==> src/rtl/mem_port_arbiter.sv <==
// Single-port memory arbiter between instruction fetch and data access.
// Fixed-latency access FSM; data requests win; valid pulses and stalls for the pipeline.
module mem_port_arbiter #(
  parameter int unsigned WORD_SIZE   = 16,
  parameter int unsigned MEM_LATENCY = 2
) (
  input  logic                 clk,
  input  logic                 reset_n,
  input  logic                 if_req,
  input  logic [WORD_SIZE-1:0] if_addr,
  input  logic                 d_read_req,
  input  logic                 d_write_req,
  input  logic [WORD_SIZE-1:0] d_addr,
  input  logic [WORD_SIZE-1:0] d_wdata,
  input  logic [WORD_SIZE-1:0] mem_rdata,
  output logic                 mem_readM,
  output logic                 mem_writeM,
  output logic [WORD_SIZE-1:0] mem_address,
  output logic [WORD_SIZE-1:0] mem_wdata,
  output logic [WORD_SIZE-1:0] if_data,
  output logic                 if_valid,
  output logic [WORD_SIZE-1:0] d_rdata,
  output logic                 d_valid,
  output logic                 if_stall,
  output logic                 d_stall
);

  localparam int unsigned      CNT_W    = 4;
  localparam logic [CNT_W-1:0] CNT_LOAD = CNT_W'(MEM_LATENCY - 1);

  typedef enum logic [1:0] {
    IDLE   = 2'd0,
    BUSY_I = 2'd1,
    BUSY_D = 2'd2
  } state_e;

  state_e               state_q, state_d;
  logic [CNT_W-1:0]     cnt_q, cnt_d;
  logic                 mem_read_q, mem_read_d;
  logic                 mem_write_q, mem_write_d;
  logic [WORD_SIZE-1:0] mem_addr_q, mem_addr_d;
  logic [WORD_SIZE-1:0] mem_wdata_q, mem_wdata_d;
  logic [WORD_SIZE-1:0] if_data_q, if_data_d;
  logic [WORD_SIZE-1:0] d_rdata_q, d_rdata_d;
  logic                 if_valid_q, if_valid_d;
  logic                 d_valid_q, d_valid_d;
  logic                 d_req;

  assign d_req = d_read_req | d_write_req;

  // Grant, count down, complete; a requester in its valid cycle is never re-granted.
  always_comb begin
    state_d     = state_q;
    cnt_d       = cnt_q;
    mem_read_d  = mem_read_q;
    mem_write_d = mem_write_q;
    mem_addr_d  = mem_addr_q;
    mem_wdata_d = mem_wdata_q;
    if_data_d   = if_data_q;
    d_rdata_d   = d_rdata_q;
    if_valid_d  = 1'b0;
    d_valid_d   = 1'b0;

    case (state_q)
      IDLE: begin
        if (d_req && !d_valid_q) begin
          state_d    = BUSY_D;
          cnt_d      = CNT_LOAD;
          mem_addr_d = d_addr;
          if (d_write_req) begin
            mem_write_d = 1'b1;
            mem_wdata_d = d_wdata;
          end else begin
            mem_read_d = 1'b1;
          end
        end else if (if_req && !if_valid_q) begin
          state_d    = BUSY_I;
          cnt_d      = CNT_LOAD;
          mem_addr_d = if_addr;
          mem_read_d = 1'b1;
        end
      end
      BUSY_I, BUSY_D: begin
        if (cnt_q != '0) begin
          cnt_d = cnt_q - 1'b1;
        end else begin
          if (state_q == BUSY_I) begin
            if_data_d  = mem_rdata;
            if_valid_d = 1'b1;
          end else begin
            // Stores leave the last loaded word untouched.
            if (!mem_write_q) d_rdata_d = mem_rdata;
            d_valid_d = 1'b1;
          end
          mem_read_d  = 1'b0;
          mem_write_d = 1'b0;
          state_d     = IDLE;
        end
      end
      default: state_d = IDLE;
    endcase
  end

  always_ff @(posedge clk or negedge reset_n) begin
    if (!reset_n) begin
      state_q     <= IDLE;
      cnt_q       <= '0;
      mem_read_q  <= 1'b0;
      mem_write_q <= 1'b0;
      mem_addr_q  <= '0;
      mem_wdata_q <= '0;
      if_data_q   <= '0;
      d_rdata_q   <= '0;
      if_valid_q  <= 1'b0;
      d_valid_q   <= 1'b0;
    end else begin
      state_q     <= state_d;
      cnt_q       <= cnt_d;
      mem_read_q  <= mem_read_d;
      mem_write_q <= mem_write_d;
      mem_addr_q  <= mem_addr_d;
      mem_wdata_q <= mem_wdata_d;
      if_data_q   <= if_data_d;
      d_rdata_q   <= d_rdata_d;
      if_valid_q  <= if_valid_d;
      d_valid_q   <= d_valid_d;
    end
  end

  assign mem_readM   = mem_read_q;
  assign mem_writeM  = mem_write_q;
  assign mem_address = mem_addr_q;
  assign mem_wdata   = mem_wdata_q;
  assign if_data     = if_data_q;
  assign if_valid    = if_valid_q;
  assign d_rdata     = d_rdata_q;
  assign d_valid     = d_valid_q;

  // Stalls drop in the valid cycle so the pipeline advances there.
  assign if_stall = if_req & ~if_valid_q;
  assign d_stall  = d_req & ~d_valid_q;

endmodule

==> config.mk <==
export PLATFORM = sky130hd
export DESIGN_NAME = mem_port_arbiter
export DESIGN_NICKNAME = d
export VERILOG_FILES = /design/src/rtl/mem_port_arbiter.sv
export SDC_FILE = /design/constraint.sdc
export NUM_CORES = 1
export LEC_CHECK = 0
export ABC_CLOCK_PERIOD_IN_PS = 1900
export CORE_MARGIN = 2
export CORE_UTILIZATION = 30
export CTS_CLUSTER_DIAMETER = 80
export DETAILED_ROUTE_END_ITERATION = 12
export SLEW_MARGIN = 10
export SYNTH_ARGS = -nofsm -noshare
export SYNTH_HDL_FRONTEND = slang
export SYNTH_SLANG_ARGS = --single-unit
==> constraint.sdc <==
create_clock -name clk -period 1.9 [get_ports clk]
set_input_delay 0.57 -clock clk [delete_from_list [all_inputs] [get_ports clk]]
set_output_delay 0.57 -clock clk [all_outputs]
set_load 0.01 [all_outputs]
== Word-level counts from Yosys, hierarchy flattened ==
Cells that the tools add are included.
Widths: inputs -> output; s select.

* Add/sub/neg operators: 1
* Equality and inequality tests: 8
* Multiplexer cells: 24
* Bitwise operators: 8
* Reduce and logical (&&, ||, !) cells: 17

{| class="wikitable"
|+ Operators with widths
! cell !! number
|-
| $mux 16 || 2
|-
| $mux 1 || 12
|-
| $mux 4 || 3
|-
| $reduce_and 4->1 || 3
|-
| $reduce_and 3->1 || 3
|-
| $ne 2x2->1 const B || 4
|-
| $pmux 4 s2 || 1
|-
| $mux 2 || 3
|-
| $ne 3x3->1 const B || 2
|-
| $not 1->1 || 5
|-
| $pmux 1 s2 || 2
|-
| $pmux 2 s2 || 1
|-
| $reduce_and 2->1 || 2
|-
| $reduce_bool 2->1 || 2
|-
| $reduce_bool 4->1 || 1
|-
| $sub 4x1->4 const B || 1
|-
| $and 1x1->1 || 2
|-
| $eq 2x1->1 const B || 1
|-
| $eq 2x2->1 const B || 1
|-
| $logic_and 1x1->1 || 2
|-
| $logic_not 1->1 || 2
|-
| $logic_not 2->1 || 1
|-
| $reduce_or 2->1 || 1
|-
| $or 1x1->1 || 1
|}

* Bits in registers: 74
* Input bits: 69
* Output and inout port bits: 70
* Word-level logic and storage cells: 68

== Depth between registers and ports, before layout ==
* Depth after elaboration: 5
* Gate-level depth with buffers: 8
* Depth with buffers taken out: 6

== Worst setup path before layout ==
OpenSTA, ideal clock, no wires.

* Path type: flip-flop to flip-flop
* Start point: register cnt_q[0]
* End point: register d_rdata_q[10] (netlist: d_rdata[10])
* Setup time: 0.125 ns
* Arrival time: 1.951 ns
* Data required time: 1.775 ns
* Slack: -0.177 ns
* Stages on the path, launching flop included: 8
* Buffers on the path: 2
* Clock period less this slack: 2.077 ns
* Cell sequence: dfrtp_1 inv_1 ha_1 or3b_4 or3_1 buf_6 buf_12 mux2_4

* Cells in the longest elaborated chain, start to end: 3

{| class="wikitable"
|+ RTL lines
! what !! line !! text
|-
| start: declaration || 38 || <nowiki>logic [CNT_W-1:0] cnt_q, cnt_d;</nowiki>
|-
| start signal: assignment || 118 || <nowiki>cnt_q <= cnt_d;</nowiki>
|-
| $reduce_bool 4->1 || 84 || <nowiki>if (cnt_q != '0) begin</nowiki>
|-
| $not 1->1 (no source line) || - ||
|-
| $reduce_and 4->1 (no source line) || - ||
|-
| end signal: assignment || 124 || <nowiki>d_rdata_q <= d_rdata_d;</nowiki>
|-
| end: declaration || 44 || <nowiki>logic [WORD_SIZE-1:0] d_rdata_q, d_rdata_d;</nowiki>
|}

Every way passes these cells.
A chain may end at the register's enable or synchronous reset.

== Worst setup path in the final report ==
* Start point: register cnt_q[1]
* End point: register d_rdata_q[6] (netlist: d_rdata[6])

The elaborated chain is that of the path after synthesis.

==> reports/qor.csv <==
stage,metric,value,unit
cts,Clock Sinks,74,
timing,Final min period,1900,ps
floorplanning,width of the chip,106,um
yosys,count of flip-flops with a built-in enable after synthesis,0,
worst_setup_path,required arrival time at the worst endpoint,2120,ps
routing,detailed router's first-iteration violation count,65,
cts,maximum count of clock buffers along a single path,2,
timing,final setup violating endpoints,0,
pwr,Leak Pwr,2.22,nW
routing,drt first pass iters,4,
cts,clock buffers created by TritonCTS,9,
placed_design,placed wire-length estimate after detailed placement,5350,um
floorplanning,floorplan core area,0.0102,mm^2
timing,setup skew after layout,13.9,ps
floorplanning,Cell Rows,37,
routing,vias after detailed routing,2374,
timing,Post-Route Hold Slack,235,ps
cells_and_area,fraction of layout cells with a size suffix above 1,0.238,
routing,Routed Antenna Nets,0,
yosys,complex-gate fraction of the synthesized area,0.0680,
placed_design,number of cells after detailed placement,519,
yosys,top_reg_cell synth,dfrtp_1,
global_route,grt total ovfl,0,
timing,maximum clock frequency,527,MHz
cts,later-pin clock latency in the skew report,340,ps
cts,CTS H-Tree Depth,3,
yosys,average footprint of a synthesized cell,13.3,um^2
timing,Final Cycle Share,0.999,
global_route,initial antenna violation count,0,
yosys,portion of the post-synthesis area used by sequential elements,0.592,
yosys,xor and xnor fraction of the mapped netlist area,0,
cts,CTS tree,built,
yosys,Post-Synth Simple-Gate Area,0.0588,
timing,final hold violation count,0,
timing,number of max-slew violations in the final report,0,
timing,headroom to the max-slew limit,0.666,
yosys,total number of yosys warnings,0,
global_route,pin count of the biggest net entering global routing,75,
routing,Routed WL per cell,13.8,um
yosys,post-synthesis net count,308,
floorplanning,number of top-level design ports,139,
worst_setup_path,data arrival time of the critical path,2120,ps
timing,Worst Tran Pin Value,496,ps
routing,mean number of vias per cell,4.44,
floorplanning,y dimension of the die,106,um
timing,unrepaired setup endpoints after global routing,true,
yosys,library cells used by synthesis,31,
cells_and_area,Layout Nets,466,
worst_setup_path,biggest fanout along the worst timing path,16,
outcome,status,"finished, final reports clean",
floorplanning,effective utilization at floorplan,0.306,
yosys,"Async S/R FF share, synth",1.00,
pwr,largest voltage drop on the vdd net,576,uV
cells_and_area,antenna diode instance count,0,
cts,root cell of the clock tree,clkbuf_8,
yosys,proportion of synthesized area in mux cells,0.236,
hold_path,worst hold-check path type,input pin to asynchronous set/reset pin,
yosys,mapped cell area,0.00313,mm^2
global_route,total global routing track utilization,0.137,
cells_and_area,Non-Filler Instances,535,
worst_setup_path,sort of element at the start of the critical path,flop,
pwr,total power density per cell area,1580,mW/mm^2
routing,WL final,7410,um
placed_design,post-placement worst setup slack,-412,ps
floorplanning,overall die area,0.0113,mm^2
cells_and_area,layout-stage area growth over the synthesis result,61.3,%
placed_design,Buffers on Ports,138,
run,max-cap viol count,0,
worst_setup_path,kind of end point of the critical path,flop,
routing,final routed DRC violation total,0,
cts,CTS hold repair buffers,0,
worst_setup_path,type of the worst setup path,flop to flop,
placed_design,weighted congestion reported at the end of routability-driven placement,0.697,
global_route,vias in the first global route,2528,
yosys,"share of synthesized cell area in full adder, half adder and majority cells",0.0120,
yosys,number of register bits inferred by synthesis,74,
yosys,number of cells produced by synthesis,236,
global_route,wire length of the first global-routing pass,12200,um
yosys,main combinational cell family by area after synthesis,multiplexers,
timing,worst-case setup margin in the final layout,1.81,ps
cts,register clock-pin slew on the reported worst setup and hold paths,80,ps
path summary, 6_finish.rpt:
check / to / slack [ps] / from / cells past startpoint
min in group clk: mem_address[15]$_DFFE_PN0P_ / 480 / mem_address[15]$_DFFE_PN0P_ / 2
hold reg to reg: mem_address[15]$_DFFE_PN0P_ / 480 / mem_address[15]$_DFFE_PN0P_ / 2
hold / removal: mem_address[5]$_DFFE_PN0P_ / 230 / reset_n / 2
setup reg to reg: d_rdata[6]$_DFFE_PN0P_ / 2 / cnt_q[1]$_DFFE_PN0P_ / 6
setup / recovery: d_rdata[6]$_DFFE_PN0P_ / 2 / cnt_q[1]$_DFFE_PN0P_ / 6
max in group asynchronous: if_data[13]$_DFFE_PN0P_ / 1340 / reset_n / 2
cells by family (layout without fill, tap and decap cells):
logic type                 count (synthesis)  in the layout
muxes                                     64             64
AOI/OAI and AO/OA                         37             37
and+or+nand+nor                           37             37
buffers and inverters                     21            184
adders and majority gates                  3              3
DFF                                       74             74
per-stage QoR:
step           setup TNS, ps  power, mW  instance area (um^2)  utilization
6_report                   0       7.99                  5050        0.493
4_1_cts                -43.2       8.13                  5040        0.492
2_1_floorplan           -884       4.60                  3140            -
3_5_place_dp           -3640       6.84                  4840        0.473
5_1_grt                 -507       8.57                  5050        0.493
3_3_place_gp           -3220       6.77                  4840        0.473
repair_timing:
action	CTS	global route
buffers inserted	0	0
pin swaps	1	0
gates resized for setup	11	5
endpoints found under the setup margin	18	20
critical path: stages, from the launching register on:
cell	delay, ps
dfrtp_1	400
inv_2	70
ha_4	130
or3b_4	370
or3_4	350
buf_12	170
mux2_4	300
synth_stat cells (2+ instances only):
cell type	count	area, um^2
mux2_2	38	428
inv_1	10	37.5
a22o_1	3	26.3
buf_2	2	10.0
o21ai_0	22	110
ha_1	3	37.5
o31ai_1	2	15.0
o22ai_1	2	12.5
mux2_4	10	150
nand2_1	20	75.1
a21oi_1	4	20.0
nor3_1	2	10.0
dfrtp_1	74	1850
nand3_1	4	20.0
nand2b_1	4	25.0
mux2i_1	16	160
clkbuf_1	6	22.5
cells in the final DEF, fill, tap and decap left out, drive strengths merged, types with 2 or more instances in the layout:
cell type      instances
dfrtp                 74
inv                   12
o22ai                  2
nand3                  5
mux2i                 16
clkdlybuf4s50        131
dlymetal6s2s           2
ha                     3
o21ai                 22
nand2b                 4
nor3                   2
o31ai                  2
a22o                   3
clkbuf                11
buf                   23
a21oi                  4
mux2                  48
nand2                 20
dlygate4sd2            2
per-layer routing:
metal  GRT usage  vias up  wire length (um)
li1            -     1138                 -
met4      0.0564        0               137
met5           0        -                 0
met3      0.0441       15               493
met2       0.223       73              3610
met1       0.168     1148              3170
flip-flops by register name, indices dropped and copies added, names as in the netlist:
signal       flops
if_valid         1
cnt_q            4
mem_address     16
mem_writeM       1
d_rdata         16
state_q          2
d_valid          1
mem_wdata       16
if_data         16
mem_readM        1
where the power goes:
| group | internal (mW) | switching [mW] |
|---|---|---|
| combinational | 2.42 | 1.58 |
| sequential | 2.35 | 0.394 |
| clock | 0.651 | 0.591 |
| total | 5.43 | 2.56 |
cell type report:
type	count	area, um^2
clock buffers	11	141
clock inverters	5	60.1
fillers	932	5180
inverters	10	37.5
multi-input cells	141	1200
flip-flops and latches	74	1850
well taps	136	170
repair buffers	158	1590
Power figures use the tool's default switching activity.
